[src/rtl/pattern_scheduler.sv]
// Rhythm controller for the Finger Dancer note path: steps the pattern generator once per
// beat, scrolls a 4-row note queue and judges key presses against the bottom row.
module pattern_scheduler #(
  parameter int unsigned TICK_DIV = 50_000_000,
  parameter logic [3:0]  MAX_MISS = 4'd8
) (
  input  logic        clk,
  input  logic        rst_n,
  input  logic        start,
  input  logic        pause,
  input  logic [3:0]  seed,
  input  logic [3:0]  pat_nxt,
  output logic [3:0]  pat_cur,
  input  logic        key_valid,
  input  logic [3:0]  key_code,
  output logic [15:0] lanes,
  output logic        beat,
  output logic        hit,
  output logic        miss,
  output logic [7:0]  score,
  output logic [3:0]  misses,
  output logic [1:0]  state,
  output logic        game_over
);

  localparam int unsigned   TW        = (TICK_DIV > 2) ? $clog2(TICK_DIV) : 1;
  localparam logic [TW-1:0] TICK_LAST = TW'(TICK_DIV - 1);

  typedef enum logic [1:0] {
    S_IDLE  = 2'd0,
    S_RUN   = 2'd1,
    S_PAUSE = 2'd2,
    S_OVER  = 2'd3
  } state_e;

  state_e        state_q, state_d;
  logic [TW-1:0] tick_q, tick_d;
  logic [3:0]    pat_q, pat_d;
  logic [15:0]   lanes_q, lanes_d;
  logic [7:0]    score_q, score_d;
  logic [3:0]    misses_q, misses_d;
  logic          beat_q, beat_d;
  logic          hit_q, hit_d;
  logic          miss_q, miss_d;
  logic          over_q, over_d;
  logic          active_s, beat_s, judged_s;
  logic [3:0]    row0_s;

  // Next-state logic: start handling, pause, beat timing, judging and expiry.
  always_comb begin
    state_d  = state_q;
    tick_d   = tick_q;
    pat_d    = pat_q;
    lanes_d  = lanes_q;
    score_d  = score_q;
    misses_d = misses_q;
    beat_d   = 1'b0;
    hit_d    = 1'b0;
    miss_d   = 1'b0;
    active_s = 1'b0;
    beat_s   = 1'b0;
    judged_s = 1'b0;
    row0_s   = lanes_q[3:0];

    case (state_q)
      S_IDLE, S_OVER: begin
        if (start) begin
          state_d  = S_RUN;
          pat_d    = (seed == 4'd0) ? 4'b0001 : seed;
          lanes_d  = 16'd0;
          score_d  = 8'd0;
          misses_d = 4'd0;
          tick_d   = '0;
        end else begin
          state_d = state_q;
        end
      end
      // A PAUSE cycle with pause low already plays, so a beat slips by exactly the paused cycles.
      S_RUN, S_PAUSE: begin
        if (pause) begin
          state_d = S_PAUSE;
        end else begin
          state_d  = S_RUN;
          active_s = 1'b1;
        end
      end
      default: begin
        state_d = S_IDLE;
      end
    endcase

    if (active_s) begin
      beat_s   = (tick_q == TICK_LAST);
      tick_d   = beat_s ? '0 : tick_q + TW'(1);
      judged_s = key_valid && (row0_s != 4'd0);
      if (judged_s) begin
        if (key_code == row0_s) begin
          hit_d   = 1'b1;
          score_d = (score_q == 8'hFF) ? score_q : score_q + 8'd1;
        end else begin
          miss_d = 1'b1;
        end
        lanes_d[3:0] = 4'd0;
      end else if (beat_s && (row0_s != 4'd0)) begin
        miss_d = 1'b1;
      end else begin
        miss_d = 1'b0;
      end
      // Judging sees the pre-shift bottom row; the shift then discards it.
      if (beat_s) begin
        beat_d  = 1'b1;
        lanes_d = {pat_q, lanes_q[15:4]};
        pat_d   = pat_nxt;
      end else begin
        beat_d = 1'b0;
      end
      if (miss_d) begin
        misses_d = (misses_q >= MAX_MISS) ? MAX_MISS : misses_q + 4'd1;
        if (misses_d == MAX_MISS) begin
          state_d = S_OVER;
        end else begin
          state_d = state_d;
        end
      end else begin
        misses_d = misses_q;
      end
    end else begin
      tick_d = tick_d;
    end

    over_d = (state_d == S_OVER);
  end

  // State and output registers with synchronous active-low reset.
  always_ff @(posedge clk) begin
    if (!rst_n) begin
      state_q  <= S_IDLE;
      tick_q   <= '0;
      pat_q    <= 4'd0;
      lanes_q  <= 16'd0;
      score_q  <= 8'd0;
      misses_q <= 4'd0;
      beat_q   <= 1'b0;
      hit_q    <= 1'b0;
      miss_q   <= 1'b0;
      over_q   <= 1'b0;
    end else begin
      state_q  <= state_d;
      tick_q   <= tick_d;
      pat_q    <= pat_d;
      lanes_q  <= lanes_d;
      score_q  <= score_d;
      misses_q <= misses_d;
      beat_q   <= beat_d;
      hit_q    <= hit_d;
      miss_q   <= miss_d;
      over_q   <= over_d;
    end
  end

  assign pat_cur   = pat_q;
  assign lanes     = lanes_q;
  assign beat      = beat_q;
  assign hit       = hit_q;
  assign miss      = miss_q;
  assign score     = score_q;
  assign misses    = misses_q;
  assign state     = state_q;
  assign game_over = over_q;

endmodule
[config.mk]
export PLATFORM = sky130hd
export DESIGN_NAME = pattern_scheduler
export DESIGN_NICKNAME = d
export VERILOG_FILES = /design/src/rtl/pattern_scheduler.sv
export SDC_FILE = /design/constraint.sdc
export NUM_CORES = 1
export LEC_CHECK = 0
export CAP_MARGIN = 20
export CORE_MARGIN = 2
export CORE_UTILIZATION = 68
export DETAILED_ROUTE_END_ITERATION = 7
export DONT_BUFFER_PORTS = 1
export GPL_ROUTABILITY_DRIVEN = 1
export GPL_TIMING_DRIVEN = 0
export HOLD_SLACK_MARGIN = 0.08
export PLACE_DENSITY = 0.84
export RECOVER_POWER = 100
export SLEW_MARGIN = 25
export SYNTH_ARGS = -nofsm -noshare
export SYNTH_HDL_FRONTEND = slang
export SYNTH_SLANG_ARGS = --single-unit
[constraint.sdc]
create_clock -name clk -period 3.5 [get_ports clk]
set_input_delay 0.525 -clock clk [delete_from_list [all_inputs] [get_ports clk]]
set_output_delay 0.525 -clock clk [all_outputs]
set_load 0.01 [all_outputs]
==> impl_summary.txt, run 1 <==
----------------------------------------------------
[Power]
  Total power draw ... 1.57 mW
  Logic gate share of total power ... 6.9%
  Pwr Density ... 431 nW/um^2
  Internal Dissipation ... 1.17 mW
  Maximum VDD drop ... 310 uV
  Sw frac ... 25.3%
  Switching power of the nets ... 0.396 mW
  Pleak ... 1.19 nW
  Part of the total power dissipated in sequential elements ... 47.5%
  Clock power frac ... 45.5%

[Yosys]
  Number of distinct library cells after synthesis ... 53
  Average size of a mapped cell ... 8.20 sq um
  Fraction of synthesized cell area taken by the top area cell type ... 38.3%
  Number of flops mapped to enable cells by yosys ... 0
  Cell count after synthesis ... 408
  Fraction of registers with async set or reset after synthesis ... 0%
  Synthesis-stage register bit count ... 64
  Post-synthesis instance area ... 3340 sq um
  Register area share after synthesis ... 38.3%
  Total number of yosys warnings ... 0
  Main synth FF type ... sky130_fd_sc_hd__dfxtp_1
  Most area-consuming cells after synthesis ... sky130_fd_sc_hd__dfxtp_1, sky130_fd_sc_hd__nand3_1, sky130_fd_sc_hd__a21oi_1
  Post-Synthesis Net Count ... 429
  Largest area contributor in the netlist ... sky130_fd_sc_hd__dfxtp_1

[Timing]
  Number of pins exceeding their max-slew limit in the final report ... 0
  Setup tns final ... 0 ns
  WHS ... 0.328 ns
  Hold Fails Final Rpt ... 0
  Min Clock Period, post-route ... 2.83 ns
  Final setup violation count ... 0
  Slew at the pin with the worst max-slew slack ... 0.696 ns
  Highest clock rate ... 353 MHz
  Post-Route Skew ... 0.00743 ns
  Share of the clock period used by the worst path ... 81.0%
  Unrepaired setup endpoints after global routing ... no
  Max transition margin ... 53.4%

[Die]
  Die width ... 74.1 um
  Core Footprint ... 4720 sq um
  I/O pin count ... 55
  Initial core utilization ... 70.8%
  Site Rows ... 25
  Die boundary height ... 74.1 um
  Die Area ... 5500 sq um

[Global routing]
  Via count of the first global-routing pass ... 2900
  Aggregate global-route resource usage ... 32.8%
  Global-route wire length before repair ... 14.0 mm
  Residual overflow from global routing ... 0
  Largest net degree at the start of global routing ... 13
  Antenna violations before repair ... 0

[Cells and area]
  Fill cell count ... 347
  Share of post-route cells with drive strength above 1 ... 7.08%
  Cell area after layout ... 3630 sq um
  Final nets ... 440
  Most common cell after layout, fill and taps aside ... sky130_fd_sc_hd__dfxtp_1
  Layout overhead on the synthesized area ... 8.64%
  Most frequent cells in the layout ... sky130_fd_sc_hd__dfxtp_1, sky130_fd_sc_hd__nand3_1, sky130_fd_sc_hd__a21oi_1
  Diodes inserted ... 0
  Share of the core filled with cells in the final layout ... 76.9%

[Critical path]
  Worst-path maximum fanout ... 10
  Cell seen most often among critical-path stages ... sky130_fd_sc_hd__clkbuf_1
  Depth of the most critical reg-to-reg path ... 9
  Stage delay of the slowest cell on the critical path ... 0.45 ns
  Series of cell instances along the critical path ... clkbuf_1 > xor2_1 > nand2b_1 > clkbuf_1 > a211oi_1 > clkbuf_1 > clkbuf_1 > nand3_1 > mux2i_1
  Reg-to-reg setup timing slack ... 0.67 ns
  Endpoint of the lowest-slack register-to-register path ... tick_q[24]
  Slowest CP cell ... sky130_fd_sc_hd__clkbuf_1
  Path type of the worst setup path ... reg -> reg
  Reg-to-Reg Start ... state[0]
  Data arrival time of the worst path ... 3.11 ns
  Setup crit start kind ... flip-flop
  Worst endpoint required time ... 3.78 ns
  Critical Path End Type ... flip-flop

[Place]
  Standard cell area after detailed placement ... 3430 sq um
  Post-DP HPWL ... 6.01 mm
  Routability cong. ... 0.972
  Buffers added on ports ... 0

[Detailed routing]
  Via Count ... 3322
  DRT Pass-1 Iters ... 5
  Average wire length per cell after detail routing ... 18.3 um
  Routed vias/inst ... 6.77
  DRC violation count after routing ... 0
  WL final ... 9.00 mm
  First-iteration detailed-routing DRC count ... 320
  Detail Route Antenna Nets ... 0

[CTS]
  H-tree depth ... 3
  Number of buffers created by CTS ... 9
  TritonCTS clock tree ... built
  Number of buffers inserted for hold repair after clock tree synthesis ... 0
  Worst-skew pair later-pin latency ... 0.35 ns
  Clk sinks ... 64
  Number of buffers inserted to repair setup after CTS ... 0
  Clk pin slew, worst setup/hold paths ... 0.08 ns
  Root Buffer Master ... sky130_fd_sc_hd__clkbuf_8
  Buffer depth of the longest clock path ... 2
  Quantity of gates resized following cts ... 0

[Hold path]
  Min-Delay Path Class ... in -> reg
  Hold Path Depth ... 2
  Hold_sp ... rst_n
  Hold-critical path endpoint ... score[7]

[Run status]
  Status ... completed

[Job]
  Max-cap violations ... 0

----------------------------------------------------
==> layout make-up <==
class                      count  area, sq um  area share, %
buffer                        27          109           3.00
clock buffer                   9          124           3.41
clock inverter                 7         96.3           2.65
inverter                      14         52.6           1.45
multi-input combinational    303         1890           51.9
sequential                    64         1280           35.3
tap                           67         83.8           2.31
==> synthesized netlist by cell type (7+ instances only) <==
master and number:
sky130_fd_sc_hd__and3_1 8, sky130_fd_sc_hd__inv_1 14, sky130_fd_sc_hd__nor4_1 8, sky130_fd_sc_hd__dfxtp_1 64, sky130_fd_sc_hd__nor3_1 10, sky130_fd_sc_hd__a21oi_1 44, sky130_fd_sc_hd__nand2_1 27, sky130_fd_sc_hd__mux2i_1 15
sky130_fd_sc_hd__buf_2 8, sky130_fd_sc_hd__o21ai_0 15, sky130_fd_sc_hd__nor2_1 21, sky130_fd_sc_hd__nor4b_1 7, sky130_fd_sc_hd__nand3_1 48, sky130_fd_sc_hd__o211ai_1 19, sky130_fd_sc_hd__clkbuf_1 18, sky130_fd_sc_hd__xnor2_1 9
sky130_fd_sc_hd__nand4_1 9
==> flip-flops by register name (all words and copies together), names as in the netlist <==
| register | flops |
|---|---|
| tick_q | 26 |
| lanes | 16 |
| score | 8 |
| misses | 4 |
| pat_cur | 4 |
| state | 2 |
| beat | 1 |
| game_over | 1 |
| hit | 1 |
| miss | 1 |
==> metal layers <==
| metal | routed length [um] | vias up | GRT usage (%) |
|---|---|---|---|
| met5 | 0 | - | 0 |
| met4 | 117 | 0 | 7.68 |
| met3 | 875 | 20 | 11.9 |
| met2 | 4160 | 169 | 49.3 |
| met1 | 3850 | 1590 | 45.4 |
| li1 | - | 1543 | - |
==> power by group through the flow <==
stage	logic [mW]	registers (mW)	clock network, mW
floorplan	0.0792	0.759	0
global placement	0.101	0.761	0
detailed placement	0.104	0.761	0
CTS	0.106	0.744	0.713
global route	0.118	0.745	0.746
finish	0.108	0.744	0.713
==> worst max-delay path: cells and delay by family, from the launching register on <==
kind	cells	cell delay [ns]
buf+inv	4	1.38
simple gates	2	0.26
compound gates	1	0.35
xor+xnor	1	0.26
mux	1	0.15
flops	1	0.38
==> worst max-delay path by stage <==
stage / cells after the start / slack [ns] / to / from
final: 9 / 0.67 / tick_q[24] / state[0]
after floorplan: 7 / 1.40 / score[0] / state[0]
after CTS: 8 / 1.04 / pat_cur[0] / state[0]
after detailed placement: 8 / 1.07 / pat_cur[0] / state[0]
after global placement: 8 / 1.14 / lanes[12] / state[0]
after global routing: 9 / 0.51 / tick_q[24] / state[0]
==> stage by stage <==
step / instances / setup slack (ns)
floorplan: 408 / 1.40
global placement: 475 / 1.14
detailed placement: 475 / 1.07
CTS: 491 / 1.04
global route: 491 / 0.508
finish: 491 / 0.666
==> cell families after synthesis <==
logic type,after synthesis,synth area share [%]
and+or+nand+nor,164,26.7
AOI/OAI and AO/OA,108,20.8
DFF,64,38.3
buffers and inverters,41,5.01
muxes,16,4.83
xor gates and xnor gates,11,2.88
adders and majority gates,4,1.50
No activity file was read; power rests on OpenSTA's default activity.
==> inputs of run 2 (changes only) <==
Settings changed: CORE_UTILIZATION 68 to 57, PLACE_DENSITY 0.84 to 0.75.
Clock period 3.5 ns to 2.5 ns, I/O delays scaled along.
==> impl_summary.txt, run 2 (same netlist as run 1, synthesis figures left out) <==
----------------------------------------------------
[Timing]
  Slew at the pin with the worst max-slew slack ... 0.831 ns (+0.135 ns)
  Share of the clock period used by the worst path ... 92.5% (+12 points)
  Post-Route Skew ... 0.0109 ns (+0.00346 ns)
  Hold Fails Final Rpt ... 0 (unchanged)
  Final setup violation count ... 0 (unchanged)
  Number of pins exceeding their max-slew limit in the final report ... 0 (unchanged)
  Max transition margin ... 44.1% (-9.3 points)
  Min Clock Period, post-route ... 2.31 ns (-0.520 ns)
  Setup tns final ... 0 ns (unchanged)
  Highest clock rate ... 432 MHz (+22%)

[Detailed routing]
  DRC violation count after routing ... 0 (unchanged)
  First-iteration detailed-routing DRC count ... 288 (-10%)
  Via Count ... 3271 (-1.5%)
  WL final ... 8.93 mm (-0.79%)
  DRT Pass-1 Iters ... 5 (unchanged)
  Average wire length per cell after detail routing ... 18.0 um (-2.0%)
  Detail Route Antenna Nets ... 0 (unchanged)
  Routed vias/inst ... 6.58 (-2.7%)

[Critical path]
  Worst endpoint required time ... 2.78 ns (-1.00 ns)
  Path type of the worst setup path ... reg -> reg
  Critical Path End Type ... flip-flop
  Setup crit start kind ... flip-flop
  Data arrival time of the worst path ... 2.60 ns (-0.51 ns)
  Worst-path maximum fanout ... 10 (unchanged)

[Cells and area]
  Most frequent cells in the layout ... sky130_fd_sc_hd__dfxtp_1, sky130_fd_sc_hd__nand3_1, sky130_fd_sc_hd__a21oi_1
  Register name with the most flops ... tick_q
  Most common cell after layout, fill and taps aside ... sky130_fd_sc_hd__dfxtp_1
  Max FFs per register ... 26 (unchanged)
  Share of the core filled with cells in the final layout ... 66.8% (-10 points)
  Layout overhead on the synthesized area ... 11.3%
  Diodes inserted ... 0 (unchanged)
  Share of post-route cells with drive strength above 1 ... 10.6% (+3.5 points)
  Cell area after layout ... 3720 sq um (+2.4%)
  Final nets ... 441 (+0.23%)

[Global routing]
  Largest net degree at the start of global routing ... 14 (+1)
  Via count of the first global-routing pass ... 3084 (+6.3%)
  Global-route wire length before repair ... 14.6 mm (+4.1%)
  Residual overflow from global routing ... 0 (unchanged)
  Antenna violations before repair ... 0 (unchanged)
  Aggregate global-route resource usage ... 28.8% (-4.1 points)

[CTS]
  TritonCTS clock tree ... built
  Root Buffer Master ... sky130_fd_sc_hd__clkbuf_8
  H-tree depth ... 3 (unchanged)
  Number of buffers inserted for hold repair after clock tree synthesis ... 0 (unchanged)
  Clk pin slew, worst setup/hold paths ... 0.08 ns (about the same)
  Clk sinks ... 64 (unchanged)
  Buffer depth of the longest clock path ... 2 (unchanged)
  Number of buffers created by CTS ... 9 (unchanged)
  Worst-skew pair later-pin latency ... 0.35 ns (about the same)

[Place]
  Post-DP HPWL ... 6.24 mm (+3.7%)
  Buffers added on ports ... 0 (unchanged)
  Routability cong. ... 0.906 (-6.8%)
  Standard cell area after detailed placement ... 3430 sq um (+0.18%)

[Die]
  Core Footprint ... 5570 sq um (+18%)
  Die width ... 80.6 um (+8.7%)
  Die Area ... 6500 sq um (+18%)
  Site Rows ... 27 (+8.0%)
  Initial core utilization ... 60.0% (-11 points)
  Die boundary height ... 80.6 um (+8.7%)
  I/O pin count ... 55 (unchanged)

[Power]
  Logic gate share of total power ... 7.0% (about the same)
  Part of the total power dissipated in sequential elements ... 46.7% (-0.8 points)
  Pleak ... 1.27 nW (+6.0%)
  Clock power frac ... 46.4% (+0.9 points)
  Maximum VDD drop ... 527 uV (+70%)
  Switching power of the nets ... 0.584 mW (+47%)
  Pwr Density ... 600 nW/um^2 (+39%)
  Total power draw ... 2.23 mW (+43%)
  Sw frac ... 26.1% (+0.82 points)
  Internal Dissipation ... 1.65 mW (+41%)

[Hold path]
  Min-Delay Path Class ... in -> reg

[Run status]
  Status ... completed

[Job]
  Max-cap violations ... 0 (unchanged)

----------------------------------------------------
-- run 2: worst paths after layout --
kind	startpoint	end	slack (ns)	cells after the start
setup / recovery	state[0]	lanes[10]	0.19	8
hold / removal	pat_nxt[0]	pat_cur[0]	0.17	2
setup reg to reg	state[0]	lanes[10]	0.19	8
hold reg to reg	tick_q[22]	tick_q[22]	0.47	1
-- run 2: cell type report --
class / count / area [sq um]
flip-flops and latches: 64 / 1280
plain buffers: 27 / 116
clock inverters: 7 / 104
inverters: 14 / 52.6
multi-input cells: 303 / 1950
repair buffers: 1 / 7.51
fillers: 489 / 1850
well taps: 72 / 90.1
clock buffers: 9 / 124
-- run 2: worst max-delay path, cell delays in order, from the launching register on --
cell                       delay, ns
sky130_fd_sc_hd__dfxtp_1        0.38
sky130_fd_sc_hd__buf_2          0.22
sky130_fd_sc_hd__xor2_1         0.23
sky130_fd_sc_hd__nand2b_1       0.08
sky130_fd_sc_hd__clkbuf_1       0.22
sky130_fd_sc_hd__nor3_4         0.46
sky130_fd_sc_hd__clkbuf_1       0.38
sky130_fd_sc_hd__nand3_1        0.13
sky130_fd_sc_hd__a21oi_1        0.14
-- run 2: layer usage --
layer,routed length (um),GRT usage [%],part of all wire [%],vias to the layer above
met2,4110,42.6,46,144
li1,-,-,-,1552
met1,3840,37.6,43,1561
met4,161,13.6,1.8,0
met3,826,9.33,9.2,14
met5,0,0,0,-
-- run 2: per-stage QoR --
stage	setup WS, ns	cells	hold slack, ns
after floorplan	0.399	408	0.439
after global placement	0.141	480	0.454
after detailed placement	0.118	480	0.459
after CTS	0.0761	496	0.158
after global routing	-0.000604	497	0.180
final	0.187	497	0.167
-- run 2: power by group through the flow --
stage	clock network [mW]	registers (mW)	logic [mW]
floorplan	0	1.06	0.111
global route	1.08	1.04	0.173
CTS	1.04	1.04	0.149
detailed placement	0	1.07	0.148
global placement	0	1.07	0.143
finish	1.04	1.04	0.156
-- run 2: timing repair --
| action | in CTS | in global routing |
|---|---|---|
| resized for setup | 0 | 11 |
| buffers inserted | 0 | 1 |
| endpoints found under the setup margin | 0 | 38 |
